### src/rtl/oclib_uart.sv
// Full-duplex 8N1 UART: byte stream with valid/ready on both sides to and from
// the serial pins. The receiver resynchronises on every start bit.
module oclib_uart #(
   parameter int ClockHz    = 100000000,
   parameter int Baud       = 115200,
   parameter int SyncCycles = 3
) (
   input  logic       clock,
   input  logic       reset,
   input  logic       rx,
   output logic       tx,
   input  logic [7:0] txData,
   input  logic       txValid,
   output logic       txReady,
   output logic [7:0] rxData,
   output logic       rxValid,
   input  logic       rxReady,
   output logic       rxFramingError,
   output logic       rxOverflow
);

   localparam int CyclesPerBit = (ClockHz + Baud / 2) / Baud;
   localparam int HalfBit      = CyclesPerBit / 2;
   localparam int CountW       = (CyclesPerBit > 2) ? $clog2(CyclesPerBit) : 1;
   localparam logic [CountW-1:0] BitLoad  = CountW'(CyclesPerBit - 1);
   localparam logic [CountW-1:0] HalfLoad = CountW'(HalfBit - 1);

   if (CyclesPerBit < 8) begin : gBadRate
      $error("oclib_uart: CyclesPerBit must be at least 8");
   end
   if (SyncCycles < 2) begin : gBadSync
      $error("oclib_uart: SyncCycles must be at least 2");
   end

   typedef enum logic [1:0] {TxIdle, TxStart, TxData, TxStop} txState_t;
   typedef enum logic [2:0] {RxIdle, RxStart, RxData, RxStop, RxWaitHigh} rxState_t;

   // ---------------- transmitter ----------------
   txState_t          txState, txStateNext;
   logic [CountW-1:0] txCount, txCountNext;
   logic [7:0]        txShift, txShiftNext;
   logic [2:0]        txBit, txBitNext;
   logic              txNext, txReadyNext, txAccept;

   // NOTE: sequential state uses non-blocking assignments so every flop samples pre-edge values.
   always_ff @(posedge clock or posedge reset) begin
      if (reset) begin
         txState <= TxIdle;
         txCount <= '0;
         txShift <= '0;
         txBit   <= '0;
         tx      <= 1'b1;
         txReady <= 1'b0;
      end else begin
         txState <= txStateNext;
         txCount <= txCountNext;
         txShift <= txShiftNext;
         txBit   <= txBitNext;
         tx      <= txNext;
         txReady <= txReadyNext;
      end
   end

   // NOTE: every output gets a default first so no path through the case infers a latch.
   always_comb begin
      txStateNext = txState;
      txCountNext = txCount;
      txShiftNext = txShift;
      txBitNext   = txBit;
      txNext      = tx;
      txReadyNext = txReady;
      txAccept    = txValid && txReady;
      unique case (txState)
         TxIdle: txReadyNext = 1'b1;
         TxStart: begin
            if (txCount == '0) begin
               txStateNext = TxData;
               txCountNext = BitLoad;
               txBitNext   = 3'd0;
               txNext      = txShift[0];
            end else begin
               txCountNext = txCount - CountW'(1);
            end
         end
         TxData: begin
            if (txCount == '0) begin
               txCountNext = BitLoad;
               if (txBit == 3'd7) begin
                  txStateNext = TxStop;
                  txNext      = 1'b1;
               end else begin
                  txBitNext   = txBit + 3'd1;
                  txShiftNext = {1'b0, txShift[7:1]};
                  txNext      = txShift[1];
               end
            end else begin
               txCountNext = txCount - CountW'(1);
            end
         end
         TxStop: begin
            if (txCount == '0) begin
               txStateNext = TxIdle;
            end else begin
               txCountNext = txCount - CountW'(1);
               // Ready during the final stop cycle lets the next start bit follow with no gap.
               if (txCount == CountW'(1)) txReadyNext = 1'b1;
            end
         end
         default: txStateNext = TxIdle;
      endcase
      // txReady is only high in Idle or the last Stop cycle, so acceptance overrides both.
      if (txAccept) begin
         txStateNext = TxStart;
         txCountNext = BitLoad;
         txShiftNext = txData;
         txNext      = 1'b0;
         txReadyNext = 1'b0;
      end
   end

   // ---------------- receiver ----------------
   logic [SyncCycles-1:0] rxSync;
   logic                  rxS;
   rxState_t              rxState, rxStateNext;
   logic [CountW-1:0]     rxCount, rxCountNext;
   logic [7:0]            rxShift, rxShiftNext;
   logic [2:0]            rxBit, rxBitNext;
   logic                  deliver, framing;

   always_ff @(posedge clock or posedge reset) begin
      if (reset) rxSync <= '1;
      else       rxSync <= {rxSync[SyncCycles-2:0], rx};
   end
   assign rxS = rxSync[SyncCycles-1];

   always_ff @(posedge clock or posedge reset) begin
      if (reset) begin
         rxState <= RxIdle;
         rxCount <= '0;
         rxShift <= '0;
         rxBit   <= '0;
      end else begin
         rxState <= rxStateNext;
         rxCount <= rxCountNext;
         rxShift <= rxShiftNext;
         rxBit   <= rxBitNext;
      end
   end

   always_comb begin
      rxStateNext = rxState;
      rxCountNext = rxCount;
      rxShiftNext = rxShift;
      rxBitNext   = rxBit;
      deliver     = 1'b0;
      framing     = 1'b0;
      unique case (rxState)
         RxIdle: begin
            if (!rxS) begin
               rxStateNext = RxStart;
               rxCountNext = HalfLoad;
            end
         end
         RxStart: begin
            if (rxCount == '0) begin
               if (rxS) begin
                  rxStateNext = RxIdle;
               end else begin
                  rxStateNext = RxData;
                  rxCountNext = BitLoad;
                  rxBitNext   = 3'd0;
               end
            end else begin
               rxCountNext = rxCount - CountW'(1);
            end
         end
         RxData: begin
            if (rxCount == '0) begin
               rxShiftNext = {rxS, rxShift[7:1]};
               rxCountNext = BitLoad;
               if (rxBit == 3'd7) rxStateNext = RxStop;
               else               rxBitNext   = rxBit + 3'd1;
            end else begin
               rxCountNext = rxCount - CountW'(1);
            end
         end
         RxStop: begin
            // Leaving at mid-stop gives half a bit of margin for a fast sender.
            if (rxCount == '0) begin
               if (rxS) begin
                  deliver     = 1'b1;
                  rxStateNext = RxIdle;
               end else begin
                  framing     = 1'b1;
                  rxStateNext = RxWaitHigh;
               end
            end else begin
               rxCountNext = rxCount - CountW'(1);
            end
         end
         RxWaitHigh: if (rxS) rxStateNext = RxIdle;
         default:    rxStateNext = RxIdle;
      endcase
   end

   // Single-entry holding register; a full register with no consumer drops the new byte.
   always_ff @(posedge clock or posedge reset) begin
      if (reset) begin
         rxData         <= '0;
         rxValid        <= 1'b0;
         rxFramingError <= 1'b0;
         rxOverflow     <= 1'b0;
      end else begin
         rxFramingError <= framing;
         rxOverflow     <= 1'b0;
         if (deliver) begin
            if (!rxValid || rxReady) begin
               rxData  <= rxShift;
               rxValid <= 1'b1;
            end else begin
               rxOverflow <= 1'b1;
            end
         end else if (rxValid && rxReady) begin
            rxValid <= 1'b0;
         end
      end
   end

endmodule

### config.mk
export PLATFORM = sky130hd
export DESIGN_NAME = oclib_uart
export DESIGN_NICKNAME = d
export VERILOG_FILES = /design/src/rtl/oclib_uart.sv
export SDC_FILE = /design/constraint.sdc
export NUM_CORES = 1
export LEC_CHECK = 0
export CELL_PAD_IN_SITES_DETAIL_PLACEMENT = 0
export CELL_PAD_IN_SITES_GLOBAL_PLACEMENT = 1
export CORE_MARGIN = 1.5
export CORE_UTILIZATION = 25
export CTS_BUF_LIST = sky130_fd_sc_hd__clkbuf_4 sky130_fd_sc_hd__clkbuf_8
export CTS_CLUSTER_DIAMETER = 40
export DETAILED_ROUTE_END_ITERATION = 8
export PLACE_DENSITY_LB_ADDON = 0.1
export SLEW_MARGIN = 30
export SYNTH_ARGS = -nofsm -noshare
export SYNTH_HDL_FRONTEND = slang
export SYNTH_SLANG_ARGS = --single-unit
### constraint.sdc
create_clock -name clock -period 2.95 [get_ports clock]
set_input_delay 0.885 -clock clock [delete_from_list [all_inputs] [get_ports clock]]
set_output_delay 0.885 -clock clock [all_outputs]
set_load 0.05 [all_outputs]
======== Yosys cells after proc, flatten, opt, wreduce, memory -nomap -nowiden ========
Index checks and enable logic that the tools add are counted.
storage, ports and cells
  bits in registers ....................... 63
  latch bits .............................. 0
  bits in writable memories ............... 0
  bits in read-only memories .............. 0
  output and inout bits ................... 13
  word-level logic and storage cells ...... 139
  memories kept ........................... 0
operators by class
  add/sub/neg operators ................... 4
  $mul .................................... 0
  divide/modulo/power cells ............... 0
  $lt $le $gt $ge ......................... 0
  equality and inequality tests ........... 31
  shifts and indexed selects .............. 0
  multiplexer cells ....................... 58
  bitwise operators ....................... 0
  reduce and logical (&&, ||, !) cells .... 31
operators by type and width
  operator                                             count
  two-way mux 10 bit                                   8
  two-way mux 3 bit                                    14
  one-hot mux 10 bit (4 select lines)                  1
  two-way mux 8 bit                                    4
  != test 2 bit (second input constant)                13
  != test 3 bit (second input constant)                7
  zero test 10 bit                                     2
  one-hot mux 10 bit (2 select lines)                  1
  subtractor 10 x 1 -> 10 bit (second input constant)  2
  two-way mux 1 bit                                    18
  one-hot mux 3 bit (5 select lines)                   1
  two-way mux 2 bit                                    6
  one-hot mux 3 bit (2 select lines)                   2
  == test 10 x 1 -> 1 bit (second input constant)      1
  AND reduction 5 bit                                  2
  nonzero test 2 bit                                   5
  == test 3 bit (second input constant)                3
  AND reduction 3 bit                                  3
  nonzero test 3 bit                                   3
  AND reduction 2 bit                                  4
  AND reduction 4 bit                                  2
  nonzero test 4 bit                                   2
  adder 3 x 1 -> 3 bit (second input constant)         2
  == test 3 x 2 -> 1 bit (second input constant)       2
  other kinds (13)                                     16

======== Longest topological paths before layout ========
Gate-level depths: netlist of run 1.
  depth in word-level cells ............... 5
  depth in mapped cells ................... 8

======== Worst setup path before layout of run 1 ========
Ideal clock, no wire load.
  path type ............................... register -> register
  start point ............................. register txCount[0]
  end point ............................... register txCount[6]
  data arrival time ....................... 1.890 ns
  required time ........................... 2.823 ns
  path slack .............................. 0.933 ns
  stages on the path, launching flop included .. 7
  cells stage by stage .................... dfrtp_1 -> inv_1 -> ha_1 -> or3b_2 -> a2111oi_0 -> nand4_1 -> nor2b_1
between the ends
  cells in the longest elaborated chain, start to end .. 4
ends and longest elaborated chain
  element                                                                 line         RTL
  start: declaration                                                      40           logic [CountW-1:0] txCount, txCountNext;
  start signal: assignment                                                56           txCount <= txCountNext;
  subtractor 10 x 1 -> 10 bit / zero test 10 bit (equally long branches)  -
  two-way mux 10 bit (on tied branches)                                   101, 76, 86
  one-hot mux 10 bit (2 select lines)                                     73           unique case (txState)
  two-way mux 10 bit                                                      112          if (txAccept) begin
Parallel ways exist; a longest one is shown, timed or not. The select of a mux whose other input is x is not followed.
A chain may end at the register's enable or synchronous reset.

======== Worst setup path in the final report of run 1 ========
  start point ............................. register tx
  end point ............................... output tx
RTL lines
  element                   line  RTL
  start: declaration        11    output logic tx,
  start signal: assignment  59    tx <= txNext;
No word-level cell between the ends.

==> results of run 1 <==
-- cell usage in the layout, fill, tap and decap left out, drive strengths merged, types with 5 or more instances in the layout --
master | synthesis | layout
nor2 | 14 | 14
or2 | 7 | 7
nand2 | 27 | 27
buf | 6 | 8
a21oi | 10 | 10
mux2 | 18 | 18
nand3 | 10 | 10
or4 | 9 | 9
o21ai | 20 | 20
ha | 13 | 13
or3 | 8 | 8
mux2i | 12 | 12
o31ai | 5 | 5
nor3 | 7 | 7
clkbuf | 11 | 11
nand4 | 12 | 12
clkdlybuf4s50 | 0 | 25
nor2b | 5 | 5
dfrtp | 59 | 59
nor3b | 6 | 6
nor4 | 7 | 7
inv | 14 | 14
-- where the power goes --
| group | internal [W] | total, W | leakage (nW) | switching, W |
|---|---|---|---|---|
| sequential | 0.000967 | 0.00107 | 0.806 | 0.000107 |
| combinational | 0.000182 | 0.000401 | 0.824 | 0.000219 |
| clock | 0.000434 | 0.000790 | 0.105 | 0.000355 |
| total | 0.00158 | 0.00226 | 1.74 | 0.000681 |
-- metrics by stage --
stage,hold slack (ns),setup WS [ns],area (um2)
3_5_place_dp,0.347,0.515,4000
5_1_grt,0.360,0.321,4210
2_1_floorplan,0.345,0.502,3530
6_report,0.357,0.390,4210
3_3_place_gp,0.346,0.528,4000
4_1_cts,0.359,0.353,4210
-- metal layers --
layer  share of wire [%]  global-route usage, %
met1                  49                   16.0
met2                  46                   19.0
met3                 3.2                   4.21
met4                 1.8                   4.26
met5                   0                      0
-- sequential cells by signal (all words and copies together), names as in the netlist --
register	flops
rxCount	10
txCount	10
rxData	8
rxShift	8
txShift	8
rxBit	3
rxState	3
rxSync	3
txBit	3
txState	2
rxFramingError	1
rxOverflow	1
rxValid	1
tx	1
txReady	1
-- worst paths after layout --
| path | from | to | slack [ns] | cells past startpoint |
|---|---|---|---|---|
| max | tx$_DFFE_PP1P_ | tx | 0.39 | 1 |
| max reg2reg | txCount[1]$_DFFE_PP0P_ | txCount[6]$_DFFE_PP0P_ | 0.67 | 6 |
| min in group asynchronous | reset | rxData[1]$_DFFE_PP0P_ | 0.83 | 2 |
| max in group asynchronous | reset | tx$_DFFE_PP1P_ | 1.47 | 3 |
| min | rxSync[0]$_DFF_PP1_ | rxSync[1]$_DFF_PP1_ | 0.36 | 0 |
| min reg2reg | rxSync[0]$_DFF_PP1_ | rxSync[1]$_DFF_PP1_ | 0.36 | 0 |
-- cells by family (layout without fill, tap and decap cells) --
group / count (synthesis) / in the layout / synth area share, %
fa+ha+maj: 13 / 13 / 4.61
compound gates: 75 / 75 / 15.8
buf+inv: 31 / 63 / 4.04
xor+xnor: 2 / 2 / 0.497
flops: 63 / 63 / 44.8
simple gates: 125 / 125 / 21.0
mux: 30 / 30 / 9.26
-- final cells by class --
type	count	area, um2	area share [%]
Multi-Input combinational cell	245	1800	42.9
Clock inverter	5	56.3	1.34
Tap cell	180	225	5.36
Sequential cell	63	1580	37.6
Timing Repair Buffer	33	335	7.97
Inverter	14	52.6	1.25
Clock buffer	11	151	3.60
==> results.json, run 1 <==
{
  "overflow": 0,
  "setup_tns_ns": 0,
  "synthFlopType": "dfrtp_1",
  "critical_path.max_stage_delay_ns": 0.80,
  "p_total_w": 0.00226,
  "path_buf_inv": 1,
  "io_pins": 26,
  "leakage_nw": 1.74,
  "antennaDiodeCount": 0,
  "io_buffers": 25,
  "synth_area_leaders": "dfrtp_1, mux2_2, ha_1, mux2i_1, dfstp_2",
  "synth_top_area_share_pct": 41.9,
  "core_mm2": 0.0138,
  "viasPerCell": 4.94,
  "post-cts-setup-buffer-count": 0,
  "fillCellCount": 1414,
  "syn2layout_area_growth_pct": 19.2,
  "layout.nets": 392,
  "yosys.area.top_type": "dfrtp_1",
  "crit_slowest_cell": "clkdlybuf4s50_1",
  "clk_pin_slew_ns": 0.07,
  "cp_max_fo": 2,
  "wirelength_um": 8410,
  "setup_viol": 0,
  "antenna_found_initial": 0,
  "seq_area_frac_synth_pct": 44.8,
  "drv_cap": 0,
  "min_path_type": "reg2reg",
  "detail_route.first_pass.iterations": 4,
  "die_w_um": 122,
  "syn_area_mm2": 0.00353,
  "synth_edf_count": 0,
  "finClkSkew_ns": 0.00469,
  "cts_resized": 0,
  "htreeDepth": 3,
  "synth_nets": 365,
  "ys_warn_count": 0,
  "cts.path.max_buffers": 2,
  "routedWlPerCell_um": 15.3,
  "std_cell_rows": 43,
  "required_ns": 2.07,
  "fmax_ghz": 0.391,
  "start_kind": "register",
  "die_h_um": 122,
  "clk_latency_ns": 0.35,
  "drv_slew": 0,
  "drcViolationCount": 0,
  "hpwl_um": 5730,
  "syn_avg_cell_area_um2": 10.4,
  "track_usage_pct": 12.3,
  "drtIter0Drc": 180,
  "cts_made_buffers": 9,
  "outcome": "finished, final reports clean",
  "drive_gt1_share_pct": 17.8,
  "crit_arrival_ns": 1.68,
  "worstMarginPinSlew_ns": 0.765,
  "grt_max_degree": 48,
  "crit_path_cell_trace": "clkdlybuf4s50_1",
  "netlist_instances": 339,
  "die_area_mm2": 0.0148,
  "cts_tree": "yes",
  "cts_num_sinks": 63,
  "cts_root_buf": "clkbuf_8",
  "dp_cells": 535,
  "critPathKind": "reg2out",
  "cp-end-kind": "primary output",
  "synth.distinct_cells": 62,
  "rsz0062_at_grt": "false",
  "synth_most_common_cell": "dfrtp_1",
  "layout_min_cycle_time_ns": 2.56,
  "timing.final.crit_share_pct": 86.8,
  "num_vias": 2723,
  "netlist_top_cells_count": "dfrtp_1, nand2_1, o21ai_0, mux2_2",
  "async_reset_ff_share_pct": 100,
  "ant_nets": 0,
  "cts_hold_buf": 0,
  "power.density_mw_per_mm2": 539,
  "hold_viol": 0,
  "place_congestion": 0.795,
  "ys_ff_latch": 63,
  "slew_headroom_pct": 48.3,
  "ir_worst_vdd_mv": 0.379,
  "grt_pass1_wl_um": 14100,
  "grt_pass1_vias": 2717,
  "crit_family": "buffers and inverters",
  "fin_cells": 551,
  "start_util_pct": 25.5,
  "final_util_pct": 30.4
}
(Power assumes the default switching activity.)
==> run 2, diff against run 1 <==
CTS_CLUSTER_DIAMETER = 60   (was 40)
==> results of run 2 <==
The final DEF is identical to that of run 1; final timing and power are the same.
==> run 3, diff against run 2 <==
CTS_CLUSTER_SIZE = 25   (was default)
==> results of run 3 <==
The final DEF is identical to that of run 1; final timing and power are the same.
